`config.mk`:
```
export PLATFORM = sky130hd
export DESIGN_NAME = led_mode_ctrl
export DESIGN_NICKNAME = d
export VERILOG_FILES = /design/src/rtl/led_mode_ctrl.sv
export SDC_FILE = /design/constraint.sdc
export NUM_CORES = 1
export LEC_CHECK = 0
export ABC_AREA = 1
export CORE_UTILIZATION = 50
export DETAILED_ROUTE_END_ITERATION = 10
export HOLD_SLACK_MARGIN = 0.02
export PLACE_DENSITY = 0.78
export SETUP_SLACK_MARGIN = 0.4
export SKIP_CTS_REPAIR_TIMING = 1
export SLEW_MARGIN = 20
export SYNTH_ARGS = -nofsm -noshare
export SYNTH_HDL_FRONTEND = slang
export SYNTH_SLANG_ARGS = --single-unit
```
`constraint.sdc`:
```
create_clock -name clock -period 3.7 [get_ports clock]
set_clock_uncertainty 0.1 [all_clocks]
set_input_delay 0.37 -clock clock [delete_from_list [all_inputs] [get_ports clock]]
set_output_delay 0.37 -clock clock [all_outputs]
set_load 0.02 [all_outputs]
```
`src/rtl/led_mode_ctrl.sv`:
```
// LED sequencer control: button debounce, mode FSM and
// registered datapath configuration outputs.
module led_mode_ctrl #(
  parameter int N_BTN     = 4,
  parameter int N_ILEDS   = 4,
  parameter int DB_CYCLES = 1000000,
  parameter int DB_WIDTH  = 20
) (
  input  logic               clock,
  input  logic               i_ck_reset,
  input  logic [N_BTN-1:0]   i_btn,
  output logic               o_mux_sel,
  output logic               o_shift_dir,
  output logic [2:0]         o_color,
  output logic               o_run,
  output logic               o_restart,
  output logic [N_ILEDS-1:0] o_ind
);

  typedef enum logic [1:0] {
    S_SHIFT = 2'd0,
    S_FLASH = 2'd1,
    S_PAUSE = 2'd2
  } state_t;

  localparam logic [DB_WIDTH-1:0] CNT_MAX =
    DB_WIDTH'(DB_CYCLES - 1);

  logic [3:0] w_btn;
  logic [3:0] w_db;
  logic [3:0] w_evt;

  assign w_btn = i_btn[3:0];

  for (genvar g = 0; g < 4; g++) begin : g_db
    logic                r_sync1;
    logic                r_sync2;
    logic                r_db;
    logic                r_db_q;
    logic                r_evt;
    logic [DB_WIDTH-1:0] r_cnt;

    // Synchronise, debounce and detect the rising edge of db
    always_ff @(posedge clock or negedge i_ck_reset) begin
      if (!i_ck_reset) begin
        r_sync1 <= 1'b0;
        r_sync2 <= 1'b0;
        r_db    <= 1'b0;
        r_db_q  <= 1'b0;
        r_evt   <= 1'b0;
        r_cnt   <= '0;
      end else begin
        r_sync1 <= w_btn[g];
        r_sync2 <= r_sync1;
        r_db_q  <= r_db;
        r_evt   <= r_db & ~r_db_q;
        if (r_sync2 == r_db) begin
          r_cnt <= '0;
        end else if (r_cnt == CNT_MAX) begin
          r_cnt <= '0;
          r_db  <= r_sync2;
        end else begin
          r_cnt <= r_cnt + 1'b1;
        end
      end
    end

    assign w_db[g]  = r_db;
    assign w_evt[g] = r_evt;
  end

  state_t     r_state;
  state_t     w_state_n;
  logic       r_saved;
  logic       w_saved_n;
  logic       w_eff_flash;
  logic       w_mux_n;
  logic       w_dir_n;
  logic [2:0] w_color_n;
  logic       w_run_n;
  logic [3:0] w_ind_n;

  logic       r_mux_sel;
  logic       r_dir;
  logic [2:0] r_color;
  logic       r_run;
  logic       r_restart;
  logic [N_ILEDS-1:0] r_ind;

  // State and resume-mode registers
  always_ff @(posedge clock or negedge i_ck_reset) begin
    if (!i_ck_reset) begin
      r_state <= S_SHIFT;
      r_saved <= 1'b0;
    end else begin
      r_state <= w_state_n;
      r_saved <= w_saved_n;
    end
  end

  // Next state from the pre-event state and all events
  always_comb begin
    w_state_n = r_state;
    w_saved_n = r_saved;
    unique case (r_state)
      S_SHIFT: begin
        if (w_evt[3]) begin
          w_state_n = S_PAUSE;
          w_saved_n = w_evt[0];
        end else if (w_evt[0]) begin
          w_state_n = S_FLASH;
        end
      end
      S_FLASH: begin
        if (w_evt[3]) begin
          w_state_n = S_PAUSE;
          w_saved_n = ~w_evt[0];
        end else if (w_evt[0]) begin
          w_state_n = S_SHIFT;
        end
      end
      default: begin
        if (w_evt[0]) begin
          w_saved_n = ~r_saved;
        end
        if (w_evt[3]) begin
          w_state_n = w_saved_n ? S_FLASH : S_SHIFT;
        end
      end
    endcase
  end

  // Next output values derived from the next state
  always_comb begin
    w_eff_flash = (r_state == S_PAUSE) ? r_saved
                : (r_state == S_FLASH);
    w_mux_n = (w_state_n == S_PAUSE) ? w_saved_n
            : (w_state_n == S_FLASH);
    w_run_n = (w_state_n != S_PAUSE);
    w_dir_n = r_dir;
    if (w_evt[1] && !w_eff_flash && !w_evt[0]) begin
      w_dir_n = ~r_dir;
    end
    w_color_n = r_color;
    if (w_evt[2]) begin
      w_color_n = {r_color[1:0], r_color[2]};
    end
    w_ind_n = {|w_db, ~w_run_n, w_dir_n, w_mux_n};
  end

  // Registered outputs
  always_ff @(posedge clock or negedge i_ck_reset) begin
    if (!i_ck_reset) begin
      r_mux_sel <= 1'b0;
      r_dir     <= 1'b0;
      r_color   <= 3'b001;
      r_run     <= 1'b1;
      r_restart <= 1'b0;
      r_ind     <= '0;
    end else begin
      r_mux_sel <= w_mux_n;
      r_dir     <= w_dir_n;
      r_color   <= w_color_n;
      r_run     <= w_run_n;
      r_restart <= w_evt[0];
      r_ind     <= N_ILEDS'(w_ind_n);
    end
  end

  assign o_mux_sel   = r_mux_sel;
  assign o_shift_dir = r_dir;
  assign o_color     = r_color;
  assign o_run       = r_run;
  assign o_restart   = r_restart;
  assign o_ind       = r_ind;

endmodule

```
# Word level (Yosys, flattened, before mapping)
# Cells that the tools add are included.
# word_totals
register_bits	114
in_bits	6
out_inout_bits	11
# op_classes
addsub	4
eq_ne	13
mux	23
n_bitwise	16
reduce_logical	11
# op_table
op	n
2-to-1 mux 20 bit	8
adder 20 x 1 -> 20 bit (second input constant)	4
== test 20 bit (second input constant)	4
inverter 1 bit	12
2-to-1 mux 2 bit	5
2-to-1 mux 1 bit	8
AND reduction 2 bit	4
AND 1 bit	4
== test 1 bit	4
== test 2 x 1 -> 1 bit (second input constant)	2
== test 2 bit (second input constant)	2
case mux 2 bit (2 select lines)	1
OR reduction 4 bit	1
logical AND 1 bit	2
zero test 1 bit	2
zero test 2 bit	1
!= test 2 bit (second input constant)	1
case mux 1 bit (2 select lines)	1
OR reduction 2 bit	1

# Logic depth before layout (Yosys ltp)
# depth
ltp_word	8
depth_mapped	9

# Worst setup path before layout
# OpenSTA, ideal clock, no wires.
# synth_path
path_kind	register to register
start	register g_db[0].r_cnt[0]
end	register g_db[0].r_cnt[12]
arrival_ns	1.176
path_slack_ns	2.304
path_stages_with_launch	7
n_path_buf	0
path_cell_list	dfrtp_1 > ha_1 > nand3_4 > nor3_4 > nand2_2 > xor2_1 > nor2_2
# synth_via
elab_chain_len	3
word_cells_on_any_way	4
cone_classes	add/sub: 1; eq/ne: 1; mux: 2
# synth_lines
item	line_no	source
start: declaration	41	logic [DB_WIDTH-1:0] r_cnt;
start signal: assignment	63	r_cnt <= r_cnt + 1'b1;
adder 20 x 1 -> 20 bit or == test 20 bit (tied branches)	63, 59	
2-to-1 mux 20 bit *	59	end else if (r_cnt == CNT_MAX) begin
2-to-1 mux 20 bit *	57	if (r_sync2 == r_db) begin
# Mark *: on every way between the ends. The rest lies on a longest branch, timed or not.
# A chain may end at the register's enable or synchronous reset.

# Worst setup path after layout
# layout_path
start	register r_color[0] (netlist: o_color[0])
end	output port o_color[0]
# layout_lines
item	line_no	source
start: declaration	85	logic [2:0] r_color;
start signal: assignment	163	r_color <= w_color_n;
end: declaration	14	output logic [2:0] o_color,
# No word-level cell between the ends.

==> impl_metrics.env <==
export IMPL_wl_per_cell_um=12.4
export IMPL_design_die_area_mm2=0.0118
export IMPL_hold_end="g_db[3].r_sync2$_DFF_PN0_"
export IMPL_grt_pass1_vias=4381
export IMPL_cts_tree="built"
export IMPL_timing_rr_start="g_db[2].r_cnt[0]$_DFF_PN0_"
export IMPL_holdCritPathClass="reg -> reg"
export IMPL_place_gp_congestion=0.910
export IMPL_synthToLayoutAreaGrowth_pct=10.8
export IMPL_viasPerCell=5.14
export IMPL_grt_pass1_wl_um=19500
export IMPL_antenna_found_initial=0
export IMPL_rsz0062_at_grt="no"
export IMPL_overflow=0
export IMPL_arrival_ns=1.49
export IMPL_cp_num_buf_inv=1
export IMPL_fmax_ghz=0.511
export IMPL_die_width_um=108
export IMPL_multiInputGateArea_mm2=0.00258
export IMPL_layout_nets=722
export IMPL_antenna_diode_count=0
export IMPL_synth_cell_types=29
export IMPL_rr_worst_depth=6
export IMPL_reg2reg_slack_ns=2.08
export IMPL_drtAntennaViolNets=0
export IMPL_fillCellCount=972
export IMPL_stdcell_area_mm2=0.00627
export IMPL_vdd_drop_max_uv=342
export IMPL_syn_inst=687
export IMPL_slew_headroom_pct=57.9
export IMPL_layout_commonest_cell="nor2_1"
export IMPL_drv_cap=0
export IMPL_io_pins=17
export IMPL_setup_violations=0
export IMPL_cellPowerDensity_mw_per_mm2=358
export IMPL_port_buffers=16
export IMPL_finalPower_uw=2250
export IMPL_utilization_pct=57.4
export IMPL_critPathMaxFanout=3
export IMPL_num_vias=4401
export IMPL_dr_max_layer_used="met4"
export IMPL_first_pass_iters=4
export IMPL_path_class="reg -> out"
export IMPL_grt_usage_pct=21.2
export IMPL_layout_common_cells="174 x nor2_1, 112 x nand2_1, 110 x dfrtp_1, 77 x nand3_1, 66 x inv_1"
export IMPL_std_cell_rows=38
export IMPL_numCtsBuffers=9
export IMPL_drv_slew=0
export IMPL_hold_viol_final=0
export IMPL_required_ns=3.23
export IMPL_synth_nets=697
export IMPL_fin_crit_sh_pct=52.9
export IMPL_slowest_stage="clkdlybuf4s50_1"
export IMPL_cts_sinks=112
export IMPL_drt_iter0_markers=269
export IMPL_yosysSeqAreaShare_pct=49.5
export IMPL_max_stage_delay_ns=0.60
export IMPL_fin_crit_ns=1.96
export IMPL_wl_met2_um=5430
export IMPL_worst_hold_path_num_cells=0
export IMPL_clk_pin_slew_ns=0.07
export IMPL_synth_warnings=0
export IMPL_grt_max_degree=51
export IMPL_crit_path_end_kind="output port"
export IMPL_wl_met1_um=4760
export IMPL_synth_seq_cells=112
export IMPL_cp_start_kind="register"
export IMPL_status="complete, no violations"
export IMPL_netlist_area_mm2=0.00566
export IMPL_reg2reg_to="g_db[2].r_cnt[5]$_DFF_PN0_"
export IMPL_crit_family="buffers and inverters"
export IMPL_p_leak_uw=0.00267
export IMPL_clk_root_buffer_cell="clkbuf_16"
export IMPL_tightest_slew_ns=0.632
export IMPL_clk_latency_ns=0.36
export IMPL_cts_max_level=3
export IMPL_start_util_pct=51.8
export IMPL_wl_met3_um=349
export IMPL_dp_hpwl_um=7850
export IMPL_wl_um=10700
export IMPL_cts_max_path_buffers=2
export IMPL_layout_drive_gt1_share_pct=9.07
export IMPL_dpl_cell_area_mm2=0.00598
export IMPL_setup_tns_ns=0
export IMPL_die_h_um=108
export IMPL_coreArea_mm2=0.0109
export IMPL_worstPathCellList="clkdlybuf4s50_1"
export IMPL_syn_avg_cell_area_um2=8.24
export IMPL_register_area_mm2=0.00281
export IMPL_min_from="g_db[3].r_sync1$_DFF_PN0_"
export IMPL_drc=0
[cells by family (layout without fill, tap and decap cells)]
kind of cell             Yosys count  count (layout)  share of synthesized area (%)
buffers and inverters             72             102                           4.99
XOR/XNOR                          52              52                           8.17
multiplexers                       1               1                          0.199
adder cells (fa/ha/maj)            4               4                          0.884
AO/OA/AOI/OAI                     21              21                           1.94
AND/OR/NAND/NOR                  425             425                           34.3
flip-flops                       112             112                           49.5
[cells in the mapped netlist]
| cell | count | area share (%) |
|---|---|---|
| ha_1 | 4 | 0.88 |
| o21ai_0 | 8 | 0.71 |
| nor3_1 | 3 | 0.26 |
| xor2_1 | 30 | 4.6 |
| nand4_1 | 12 | 1.3 |
| or2_2 | 1 | 0.11 |
| buf_4 | 2 | 0.26 |
| nand3_2 | 6 | 1.1 |
| dfstp_2 | 2 | 0.93 |
| nor3_4 | 1 | 0.29 |
| buf_2 | 4 | 0.35 |
| nor2_4 | 8 | 1.6 |
| o21bai_1 | 2 | 0.26 |
| o21ai_1 | 1 | 0.088 |
| nor2_2 | 13 | 1.4 |
| inv_1 | 66 | 4.4 |
| and2_1 | 2 | 0.22 |
| a21oi_1 | 10 | 0.88 |
| nand3_4 | 1 | 0.31 |
| xnor2_1 | 21 | 3.2 |
| nand2_1 | 112 | 7.4 |
| nor2_1 | 174 | 12 |
| xor2_2 | 1 | 0.29 |
| nor3b_2 | 2 | 0.44 |
| dfrtp_1 | 110 | 49 |
| nand2_2 | 11 | 1.2 |
| nand3b_1 | 2 | 0.26 |
| mux2_2 | 1 | 0.20 |
| nand3_1 | 77 | 6.8 |
[registers in the layout (all words and copies together) (netlist names)]
signal        cells
g_db.r_evt        4
g_db.r_cnt       80
g_db.r_sync2      4
o_ind             4
g_db.r_sync1      4
g_db.r_db         4
o_color           3
r_state           2
r_saved           1
o_run             1
o_restart         1
g_db.r_db_q       4
[per-layer routing]
layer | GRT usage, % | vias to the layer above
met1 | 26.1 | 2101
li1 | - | 2208
met5 | 0 | -
met4 | 6.37 | 0
met3 | 5.67 | 10
met2 | 36.4 | 82
[how the worst max path moves through the flow]
stage | cells past startpoint | end | slack, ns | start
4_1_cts | 1 | o_color[0] | 1.72 | o_color[0]$_DFFE_PN1P_
3_5_place_dp | 6 | g_db[3].r_cnt[9]$_DFF_PN0_ | 2.10 | g_db[3].r_cnt[0]$_DFF_PN0_
6_report | 1 | o_color[0] | 1.74 | o_color[0]$_DFFE_PN1P_
2_1_floorplan | 6 | g_db[0].r_cnt[12]$_DFF_PN0_ | 2.30 | g_db[0].r_cnt[0]$_DFF_PN0_
5_1_grt | 1 | o_color[0] | 1.69 | o_color[0]$_DFFE_PN1P_
3_3_place_gp | 1 | o_color[0] | 2.12 | o_color[0]$_DFFE_PN1P_
[power breakdown]
part           internal, uW  switching (uW)
registers              1240            12.0
clock network           483             441
logic                  22.1            51.6
[area by class of cell]
type                            instances  area share (%)
Timing Repair Buffer                   20            3.03
Multi-Input combinational cell        503            41.1
Clock inverter                          4           0.538
Tap cell                              140            2.79
Clock buffer                           12            3.93
Inverter                               66            3.95
Sequential cell                       112            44.7
[through the flow]
step	worst slack [ns]	hold WS [ns]	cells
detailed placement	2.10	0.236	840
global route	1.69	0.261	857
finish	1.74	0.252	857
global placement	2.12	0.236	840
CTS	1.72	-0.0426	856
floorplan	2.30	-0.0256	687
No activity file was read; power rests on OpenSTA's default activity.
